**src/rtl/ctrlport_cmd_initiator_pkg.sv**
```systemverilog
// Shared CtrlPort bus constants and the command record used by CtrlPort masters.
package ctrlport_cmd_initiator_pkg;

    localparam int CTRLPORT_ADDR_W = 20;
    localparam int CTRLPORT_DATA_W = 32;

    typedef struct packed {
        logic                       wr;
        logic [CTRLPORT_ADDR_W-1:0] addr;
        logic [CTRLPORT_DATA_W-1:0] data;
    } ctrlport_cmd_t;

    typedef struct packed {
        logic                       wr;
        logic                       timeout;
        logic [CTRLPORT_DATA_W-1:0] data;
    } ctrlport_rsp_t;

endpackage

```
**src/rtl/ctrlport_cmd_initiator.sv**
```systemverilog
// CtrlPort master: one valid/ready command in, one strobe out, one response back.
// Only a single transaction is ever in flight; an unanswered request times out.
module ctrlport_cmd_initiator
    import ctrlport_cmd_initiator_pkg::*;
#(
    parameter int TIMEOUT = 1023
) (
    input  logic                       ctrlport_clk,
    input  logic                       ctrlport_rst,
    input  logic                       s_cmd_wr,
    input  logic [CTRLPORT_ADDR_W-1:0] s_cmd_addr,
    input  logic [CTRLPORT_DATA_W-1:0] s_cmd_data,
    input  logic                       s_cmd_valid,
    output logic                       s_cmd_ready,
    output logic                       m_ctrlport_req_wr,
    output logic                       m_ctrlport_req_rd,
    output logic [CTRLPORT_ADDR_W-1:0] m_ctrlport_req_addr,
    output logic [CTRLPORT_DATA_W-1:0] m_ctrlport_req_data,
    input  logic                       m_ctrlport_resp_ack,
    input  logic [CTRLPORT_DATA_W-1:0] m_ctrlport_resp_data,
    output logic                       m_rsp_valid,
    input  logic                       m_rsp_ready,
    output logic                       m_rsp_wr,
    output logic                       m_rsp_timeout,
    output logic [CTRLPORT_DATA_W-1:0] m_rsp_data,
    output logic                       busy
);

    typedef enum logic [1:0] {
        IDLE   = 2'd0,
        STROBE = 2'd1,
        WAIT   = 2'd2,
        RESP   = 2'd3
    } state_t;

    localparam int                CNT_W    = $clog2(TIMEOUT + 1);
    localparam logic [CNT_W-1:0] CNT_MAX  = CNT_W'(TIMEOUT);
    localparam logic [CNT_W-1:0] CNT_LAST = CNT_W'(TIMEOUT - 1);

    state_t          state;
    state_t          state_next;
    ctrlport_cmd_t   cmd;
    ctrlport_rsp_t   rsp;
    logic [CNT_W-1:0] cnt;
    logic            accept;
    logic            window_end;

    assign accept     = (state == IDLE) && s_cmd_valid;
    // The counter holds the number of WAIT cycles already spent, so the
    // final window cycle is the one where it reads TIMEOUT-1.
    assign window_end = (cnt >= CNT_LAST);

    always_comb begin
        state_next = state;
        case (state)
            IDLE:    if (s_cmd_valid) state_next = STROBE;
            STROBE:  state_next = WAIT;
            WAIT:    if (m_ctrlport_resp_ack || window_end) state_next = RESP;
            RESP:    if (m_rsp_ready) state_next = IDLE;
            default: state_next = IDLE;
        endcase
    end

    always_ff @(posedge ctrlport_clk) begin
        if (ctrlport_rst) begin
            state <= IDLE;
            cmd   <= '0;
            rsp   <= '0;
            cnt   <= '0;
        end else begin
            state <= state_next;
            if (accept) begin
                cmd.wr   <= s_cmd_wr;
                cmd.addr <= s_cmd_addr;
                cmd.data <= s_cmd_data;
            end
            if (state == STROBE) begin
                cnt <= '0;
            end else if (state == WAIT && cnt != CNT_MAX) begin
                cnt <= cnt + CNT_W'(1);
            end
            // An ack on the last window cycle still counts as a normal response.
            if (state == WAIT) begin
                if (m_ctrlport_resp_ack) begin
                    rsp.wr      <= cmd.wr;
                    rsp.timeout <= 1'b0;
                    rsp.data    <= cmd.wr ? '0 : m_ctrlport_resp_data;
                end else if (window_end) begin
                    rsp.wr      <= cmd.wr;
                    rsp.timeout <= 1'b1;
                    rsp.data    <= '0;
                end
            end
        end
    end

    // Outputs come from registered state; reset only forces them quiet.
    assign s_cmd_ready         = (state == IDLE) && !ctrlport_rst;
    assign busy                = (state != IDLE);
    assign m_ctrlport_req_wr   = (state == STROBE) && cmd.wr && !ctrlport_rst;
    assign m_ctrlport_req_rd   = (state == STROBE) && !cmd.wr && !ctrlport_rst;
    assign m_ctrlport_req_addr = cmd.addr;
    assign m_ctrlport_req_data = cmd.data;
    assign m_rsp_valid         = (state == RESP) && !ctrlport_rst;
    assign m_rsp_wr            = rsp.wr;
    assign m_rsp_timeout       = rsp.timeout;
    assign m_rsp_data          = rsp.data;

endmodule
```
**config.mk**
```make
export PLATFORM = sky130hd
export DESIGN_NAME = ctrlport_cmd_initiator
export DESIGN_NICKNAME = d
export VERILOG_FILES = /design/src/rtl/ctrlport_cmd_initiator_pkg.sv /design/src/rtl/ctrlport_cmd_initiator.sv
export SDC_FILE = /design/constraint.sdc
export NUM_CORES = 1
export LEC_CHECK = 0
export BUFFER_PORTS_ARGS = -buffer_cell sky130_fd_sc_hd__buf_2
export CORE_UTILIZATION = 45
export CTS_CLUSTER_DIAMETER = 200
export DETAILED_ROUTE_END_ITERATION = 10
export PLACE_DENSITY = 0.86
export SLEW_MARGIN = 10
export SYNTH_ARGS = -nofsm -noshare
export SYNTH_HDL_FRONTEND = slang
export SYNTH_SLANG_ARGS = --single-unit
```
**constraint.sdc**
```tcl
create_clock -name ctrlport_clk -period 2.1 [get_ports ctrlport_clk]
set_clock_uncertainty 0.1 [all_clocks]
set_input_delay 0.42 -clock ctrlport_clk [delete_from_list [all_inputs] [get_ports ctrlport_clk]]
set_output_delay 0.42 -clock ctrlport_clk [all_outputs]
set_load 0.01 [all_outputs]
```
## Word level (Yosys, flattened, before mapping)

Cells that the tools add are included.

- Register bits: 99
- Output and inout port bits: 91
- Word-level logic and storage cells: 41

- Add/subtract/negate cells: 1
- $lt $le $gt $ge: 1
- Equal/unequal tests: 7
- Mux-type cells: 7
- Reductions and logical operators: 17

Operators by type and width:

| cell | number |
|---|---|
| two-way mux 34 bit | 2 |
| two-way mux 32 bit | 1 |
| adder 10 x 1 -> 10 bit, second input constant | 1 |
| >= comparator 10 bit, second input constant | 1 |
| != test 10 bit, second input constant | 1 |
| logical AND 1 bit | 8 |
| one-hot mux 2 bit (4 select lines) | 1 |
| two-way mux 2 bit | 3 |
| != test 2 bit, second input constant | 3 |
| == test 2 bit, second input constant | 2 |
| nonzero test 2 bit | 2 |
| AND reduction 3 bit | 1 |
| == test 2 x 1 -> 1 bit, second input constant | 1 |
| zero test 1 bit | 2 |
| zero test 2 bit | 1 |
| AND reduction 2 bit | 1 |
| OR reduction 2 bit | 1 |
| logical OR 1 bit | 1 |

## Logic depth before layout (Yosys ltp)

Gate-level depths: netlist of the first run.

- Depth in word-level cells: 4
- Mapped depth: 7

## Worst setup path before layout of the first run

OpenSTA, ideal clock, no wires.

- Path type: input -> output
- Start point: in ctrlport_rst
- End point: out s_cmd_ready
- Data arrival time: 1233 ps
- Data required time: 1580 ps
- Slack: 347 ps
- Stages: 4
- Path buffers: 3
- Path through: clkbuf_1 clkbuf_1 clkbuf_1 nor2_1

- Longest elaborated chain between the ends: 2

Ends and longest elaborated chain:

| item | RTL line | RTL |
|---|---|---|
| start, declared | ctrlport_cmd_initiator.sv:9 | `input logic ctrlport_rst,` |
| zero test 1 bit | ctrlport_cmd_initiator.sv:98 | `assign s_cmd_ready = (state == IDLE) && !ctrlport_rst;` |
| logical AND 1 bit | ctrlport_cmd_initiator.sv:98 |  |
| end, declared | ctrlport_cmd_initiator.sv:14 | `output logic s_cmd_ready,` |

Every way passes these cells.

## Worst setup path after layout of the first run

- Start point: reg state[1]
- End point: out s_cmd_ready

- Longest elaborated chain between the ends: 2

Ends and longest elaborated chain:

| item | RTL line | RTL |
|---|---|---|
| start, declared | ctrlport_cmd_initiator.sv:40 | `state_t state;` |
| start signal, assigned | ctrlport_cmd_initiator.sv:71 | `state <= state_next;` |
| zero test 2 bit | ctrlport_cmd_initiator.sv:98 |  |
| logical AND 1 bit | ctrlport_cmd_initiator.sv:98 |  |

Every way passes these cells.

==> results of run 1 <==
critical path, cell delays in order, from the launching register on:
cell and delay, ns:
dfxtp_1 0.40, inv_1 0.10, ha_1 0.22, inv_1 0.16
nor2_1 0.05, buf_2 0.15
cells in the final DEF (no fill, tap or decap), types with 4 or more instances in the layout:
cell      Yosys  final
buf_2         2    180
nand2_1     143    142
dfxtp_1      99     99
a21oi_1      60     60
nand2b_1     37     37
mux2i_1      34     34
nor2_1       10      9
clkbuf_8      0      9
inv_1         7      7
ha_1          7      7
buf_4        52      5
xnor2_1       4      4
power breakdown:
part           internal (mW)  total [mW]  leakage (nW)  switching [mW]
registers               2.09        2.21         0.806           0.115
logic                  0.541        1.32          1.68           0.778
clock network          0.675        1.33         0.103           0.652
kinds of logic (layout without fill, tap and decap cells):
logic type	Yosys count	count (layout)	share of synthesized area
xor gates and xnor gates	4	4	0.00800
muxes	34	34	0.0777
AOI/OAI and AO/OA	75	75	0.0931
buffers and inverters	89	210	0.127
and+or+nand+nor	210	210	0.222
adders and majority gates	7	7	0.0200
other	0	1	0
DFF	99	99	0.453
worst max-delay path by stage:
stage | to | slack, ns
floorplan | s_cmd_ready | 0.35
global placement | cnt[9]$_SDFFE_PP0P_ | 0.46
detailed placement | cnt[9]$_SDFFE_PP0P_ | 0.38
CTS | s_cmd_ready | 0.14
global route | s_cmd_ready | 0.05
finish | s_cmd_ready | 0.16
routing by layer:
metal / GRT usage / wire length [microns] / vias to the layer above
li1: - / - / 1860
met1: 0.200 / 4140 / 1668
met2: 0.345 / 4730 / 147
met3: 0.0541 / 755 / 10
met4: 0.0647 / 128 / 0
met5: 0 / 0 / -
synthesized netlist by cell type (3+ instances only):
| master | instances |
|---|---|
| clkbuf_1 | 25 |
| inv_1 | 7 |
| o21ai_0 | 3 |
| nand2b_1 | 37 |
| dfxtp_1 | 99 |
| xnor2_1 | 4 |
| nor2_1 | 10 |
| buf_6 | 3 |
| a21oi_1 | 60 |
| mux2i_1 | 34 |
| ha_1 | 7 |
| buf_4 | 52 |
| nand2_1 | 143 |
sequential cells by signal, indices dropped and copies added (netlist names):
signal               cells
m_ctrlport_req_data     32
m_rsp_data              32
m_ctrlport_req_addr     20
cnt                     10
state                    2
cmd                      1
m_rsp_timeout            1
m_rsp_wr                 1
layout make-up:
cell class | count | area share
multi-input cells | 330 | 0.355
repair buffers | 188 | 0.190
diodes | 1 | 0.000477
flip-flops and latches | 99 | 0.378
inverters | 7 | 0.00501
well taps | 129 | 0.0308
clock inverters | 5 | 0.0162
clock buffers | 10 | 0.0243
per-stage QoR:
step	util	hold slack [ns]
finish	0.563	0.198
global route	0.563	0.180
CTS	0.562	0.179
detailed placement	0.540	0.345
global placement	0.540	0.338
floorplan	-	0.337
==> key figures, run 1 <==
STA
  • Final setup violation count: 0
  • Fmax: 516 MHz
  • Slew Limit Headroom: 0.671
  • Worst setup margin: 0.162 ns
  • Crit share post-route: 0.923
  • Max Slew Vio Count: 0
  • Setup_tns: 0 ns
  • Min cycle time layout: 1.94 ns
  • RSZ-0062 raised after global routing: no
  • Worst-Margin Slew: 0.490 ns
  • Count of final hold-check violations: 0

Drt
  • Drt total wl: 9.75 mm
  • Post-route ant nets: 0
  • Detailed-route wire length per cell: 12.7 microns
  • Post-route DRC: 0
  • Vias/cell: 4.79
  • Iteration-0 DRC Markers: 163
  • DR pass1 iterations: 4
  • Via count: 3685

Global routing
  • Vias in the first global route: 3495
  • Gr ovfl total: 0
  • Tot GR Track Use: 0.186
  • Global-route wire length before repair: 15.0 mm
  • Largest net degree at the start of global routing: 54
  • Initial antenna violation count: 1

Placement
  • DP Area: 5030 sq um
  • PortBufs: 180
  • Cell total after placement: 753
  • GPL Wtd Cong: 0.836
  • DP Wirelength: 7.25 mm
  • Post-place setup slack: 0.376 ns

Min path
  • Hold path endpoint: m_ctrlport_req_data[26]$_SDFFE_PP0P_
  • Hold path cells: 3
  • HP Start: s_cmd_data[26]
  • Hold crit path type: in2reg

Power
  • Total Power: 4.85 mW
  • Power per cell area: 925 nW/um^2
  • Leak: 2.59 nW
  • Max VDD drop: 0.514 mV

Synth
  • Synth top area share: 0.453
  • Top cells by area, synth: dfxtp_1 (45%), nand2_1 (12%), buf_4 (8.9%)
  • Part of the Yosys area used for sequential elements: 0.453
  • Synth unique cells: 38
  • Post-synth design cell area: 4380 sq um
  • Asr flop ratio synth: 0
  • Mapped Cells: 518
  • Post-Syn Area per Cell: 8.45 sq um
  • Post-synth top area cell: dfxtp_1
  • Synthesis warning total: 0
  • Synth Net Count: 615
  • Seq cells post-synth: 99
  • Post-synth EDFFs: 0
  • Synth Flop Type: dfxtp_1

Run status
  • Status: finished clean

Worst setup path
  • Nature of the critical path endpoint: output port
  • Worst R2R Path Depth: 6
  • Worst Setup SP: state[1]$_SDFFE_PP0P_
  • Req. time, crit path: 1.58 ns
  • Reg-to-reg slack, setup: 0.35 ns
  • FF-to-FF Start: state[0]$_SDFFE_PP0P_
  • RR Endpoint: cnt[9]$_SDFFE_PP0P_
  • Critical Path Start Type: register
  • Crit Path Max Fanout: 4
  • WP data arrival: 1.42 ns
  • Setup Crit Path Kind: reg2out

Job
  • Max-Cap Viols: 0

Clock tree
  • Sink Count: 99
  • Skew-Pair Late Insertion Delay: 0.35 ns
  • Root buffer cell: clkbuf_8
  • CTS clk-pin slew, worst paths: 0.10 ns
  • Post-CTS Setup Inserts: 0
  • CTS Buf Count: 9
  • CTS H-tree depth: 3
  • CTS tree: yes
  • Post_cts resized: 0
  • CTS Buffer Depth: 2
  • Post-CTS Hold Buffers: 0

Cells and area
  • Sequential Area: 1980 sq um
  • Final std cells w/o fill: 769
  • Area grow syn2layout: 19.9%
  • Fill cells: 825
  • Share of layout cells above drive strength 1: 0.329
  • Post-layout net count: 732
  • Multi-input gate area: 1870 sq um
  • Final instance area: 5250 sq um

Die
  • Die width: 101 microns
  • Die area: 10100 sq um
  • Core area: 9330 sq um
  • Core Rows: 35
  • Die span in y: 101 microns
  • Ports: 181
  • Initial core utilization: 0.469
Power figures use the tool's default switching activity.
==> inputs of run 2 (changes only) <==
==> constraint.sdc (replaced) <==
create_clock -name ctrlport_clk -period 2.1 [get_ports ctrlport_clk]
set_clock_uncertainty 0.1 [all_clocks]
set_input_delay 0.21 -clock ctrlport_clk [delete_from_list [all_inputs] [get_ports ctrlport_clk]]
set_output_delay 0.21 -clock ctrlport_clk [all_outputs]
set_load 0.01 [all_outputs]
==> run 2 against run 1 <==
  * Hold slack got worse by 0.19 ns
  * Total power rose by 0.79%
  * Fmax rose by 4.0%
  * Worst setup slack improved by 0.075 ns
  * Sequential share of layout area fell by 5.0 points
  * Clock power fell by 9.8%
  * Register-to-register slack got worse by 0.11 ns
  * Sequential cell count did not move
  * Critical endpoint is now m_rsp_data[26]$_SDFFE_PP0P_
==> key figures, run 2 (synthesis results as in run 1) <==
Run status
  • Status: finished clean

Global routing
  • Initial antenna violation count: 0 (-1)
  • Vias in the first global route: 4142 (+19%)
  • Gr ovfl total: 0 (unchanged)
  • Largest net degree at the start of global routing: 54 (unchanged)
  • Tot GR Track Use: 0.233 (+0.0469)
  • Global-route wire length before repair: 18.4 mm (+23%)

STA
  • Setup_tns: 0 ns (unchanged)
  • Final setup violation count: 0 (unchanged)
  • Worst-Margin Slew: 0.496 ns (+0.00590 ns)
  • WHS: 0.0101 ns (-0.187 ns)
  • Min cycle time layout: 1.86 ns (-0.0747 ns)
  • Count of final hold-check violations: 0 (unchanged)
  • Max Slew Vio Count: 0 (unchanged)
  • RSZ-0062 raised after global routing: no
  • Fmax: 537 MHz (+4.0%)
  • Slew Limit Headroom: 0.669 (-0.00114)
  • Crit share post-route: 0.887 (-0.0356)

Cells and area
  • Multi-input gate area: 1870 sq um (unchanged)
  • Area grow syn2layout: 38.0%
  • Ant. Diodes: 0 (-1)
  • Sequential Area: 1980 sq um (unchanged)
  • Most common cell after layout, fill and taps aside: buf_2
  • Fill cells: 681 (-17%)
  • Share of layout cells above drive strength 1: 0.293 (-0.0360)
  • Post-layout net count: 813 (+11%)
  • Commonest non-fill, non-tap cells in the layout: buf_2 (180), nand2_1 (142), dfxtp_1 (99)

Clock tree
  • CTS tree: yes
  • CTS clk-pin slew, worst paths: 0.10 ns (about the same)
  • Sink Count: 99 (unchanged)
  • CTS Buffer Depth: 2 (unchanged)
  • CTS H-tree depth: 3 (unchanged)
  • Root buffer cell: clkbuf_8
  • CTS Buf Count: 9 (unchanged)
  • Skew-Pair Late Insertion Delay: 0.34 ns (about the same)

Worst setup path
  • Reg-to-reg slack, setup: 0.24 ns (-0.11 ns)
  • Setup Crit Path Kind: reg2reg
  • Crit Path Max Fanout: 32 (+28)
  • Req. time, crit path: 2.25 ns (+0.67 ns)
  • Critical Path Start Type: register
  • Nature of the critical path endpoint: register
  • WP data arrival: 2.02 ns (+0.60 ns)

Drt
  • Via count: 4161 (+13%)
  • Iteration-0 DRC Markers: 150 (-8.0%)
  • Drt total wl: 12.2 mm (+25%)
  • Post-route DRC: 0 (unchanged)
  • Detailed-route wire length per cell: 14.4 microns (+13%)
  • Post-route ant nets: 0 (unchanged)
  • Vias/cell: 4.90 (+2.2%)
  • DR pass1 iterations: 4 (unchanged)

Power
  • Total Power: 4.89 mW (+0.79%)
  • Power per cell area: 810 nW/um^2 (-12%)
  • Max VDD drop: 0.349 mV (-32%)
  • Leak: 2.92 nW (+13%)

Die
  • Ports: 181 (unchanged)
  • Die span in y: 101 microns (unchanged)
  • Core Rows: 35 (unchanged)
  • Die area: 10100 sq um (unchanged)
  • Core area: 9330 sq um (unchanged)
  • Die width: 101 microns (unchanged)
  • Initial core utilization: 0.469 (unchanged)

Placement
  • GPL Wtd Cong: 0.847 (+1.3%)
  • PortBufs: 180 (unchanged)
  • DP Wirelength: 6.87 mm (-5.2%)

Min path
  • Hold crit path type: in2reg

Job
  • Max-Cap Viols: 0 (unchanged)
[run 2: routing by layer]
layer	wire length, microns	global-route usage
met1	4760	0.232
met2	6310	0.456
met3	830	0.0576
met4	330	0.0948
met5	0	0
[run 2: cell type report]
type | count | area share
well taps | 129 | 0.0267
flip-flops and latches | 99 | 0.328
inverters | 7 | 0.00435
repair buffers | 269 | 0.300
multi-input cells | 330 | 0.309
clock buffers | 11 | 0.0251
clock inverters | 5 | 0.00745
[run 2: repair_timing]
item	CTS	global route
setup buffers	0	0
resized for setup	0	0
hold endpoints to repair	82	0
hold buffers	82	0
[run 2: worst paths after layout]
kind	start	endpoint	cells after the start
setup / recovery	cnt[0]$_SDFFE_PP0P_	m_rsp_data[26]$_SDFFE_PP0P_	7
hold / removal	s_cmd_data[16]	m_ctrlport_req_data[16]$_SDFFE_PP0P_	3
setup reg to reg	cnt[0]$_SDFFE_PP0P_	m_rsp_data[26]$_SDFFE_PP0P_	7
hold reg to reg	m_ctrlport_req_data[21]$_SDFFE_PP0P_	m_ctrlport_req_data[21]$_SDFFE_PP0P_	2
[run 2: critical path, stage by stage, from the launching register on]
cell	delay (ns)
dfxtp_1	0.40
inv_1	0.08
ha_1	0.21
nor2_1	0.17
nor3_4	0.07
o21ai_4	0.15
buf_12	0.25
mux2i_1	0.31
[run 2: power by group]
group | internal [mW] | leakage, nW | switching, mW
Combinational | 0.642 | 2.02 | 0.826
Clock | 0.514 | 0.0981 | 0.690
Sequential | 2.09 | 0.806 | 0.127
[run 2: metrics by stage]
step	instance area, sq um	util	worst slack [ns]	cells
after detailed placement	5030	0.539	0.383	752
after CTS	6040	0.648	0.343	850
final	6040	0.648	0.237	850
after global routing	6040	0.648	0.174	850
after floorplan	4380	-	0.374	518
after global placement	5030	0.539	0.474	752
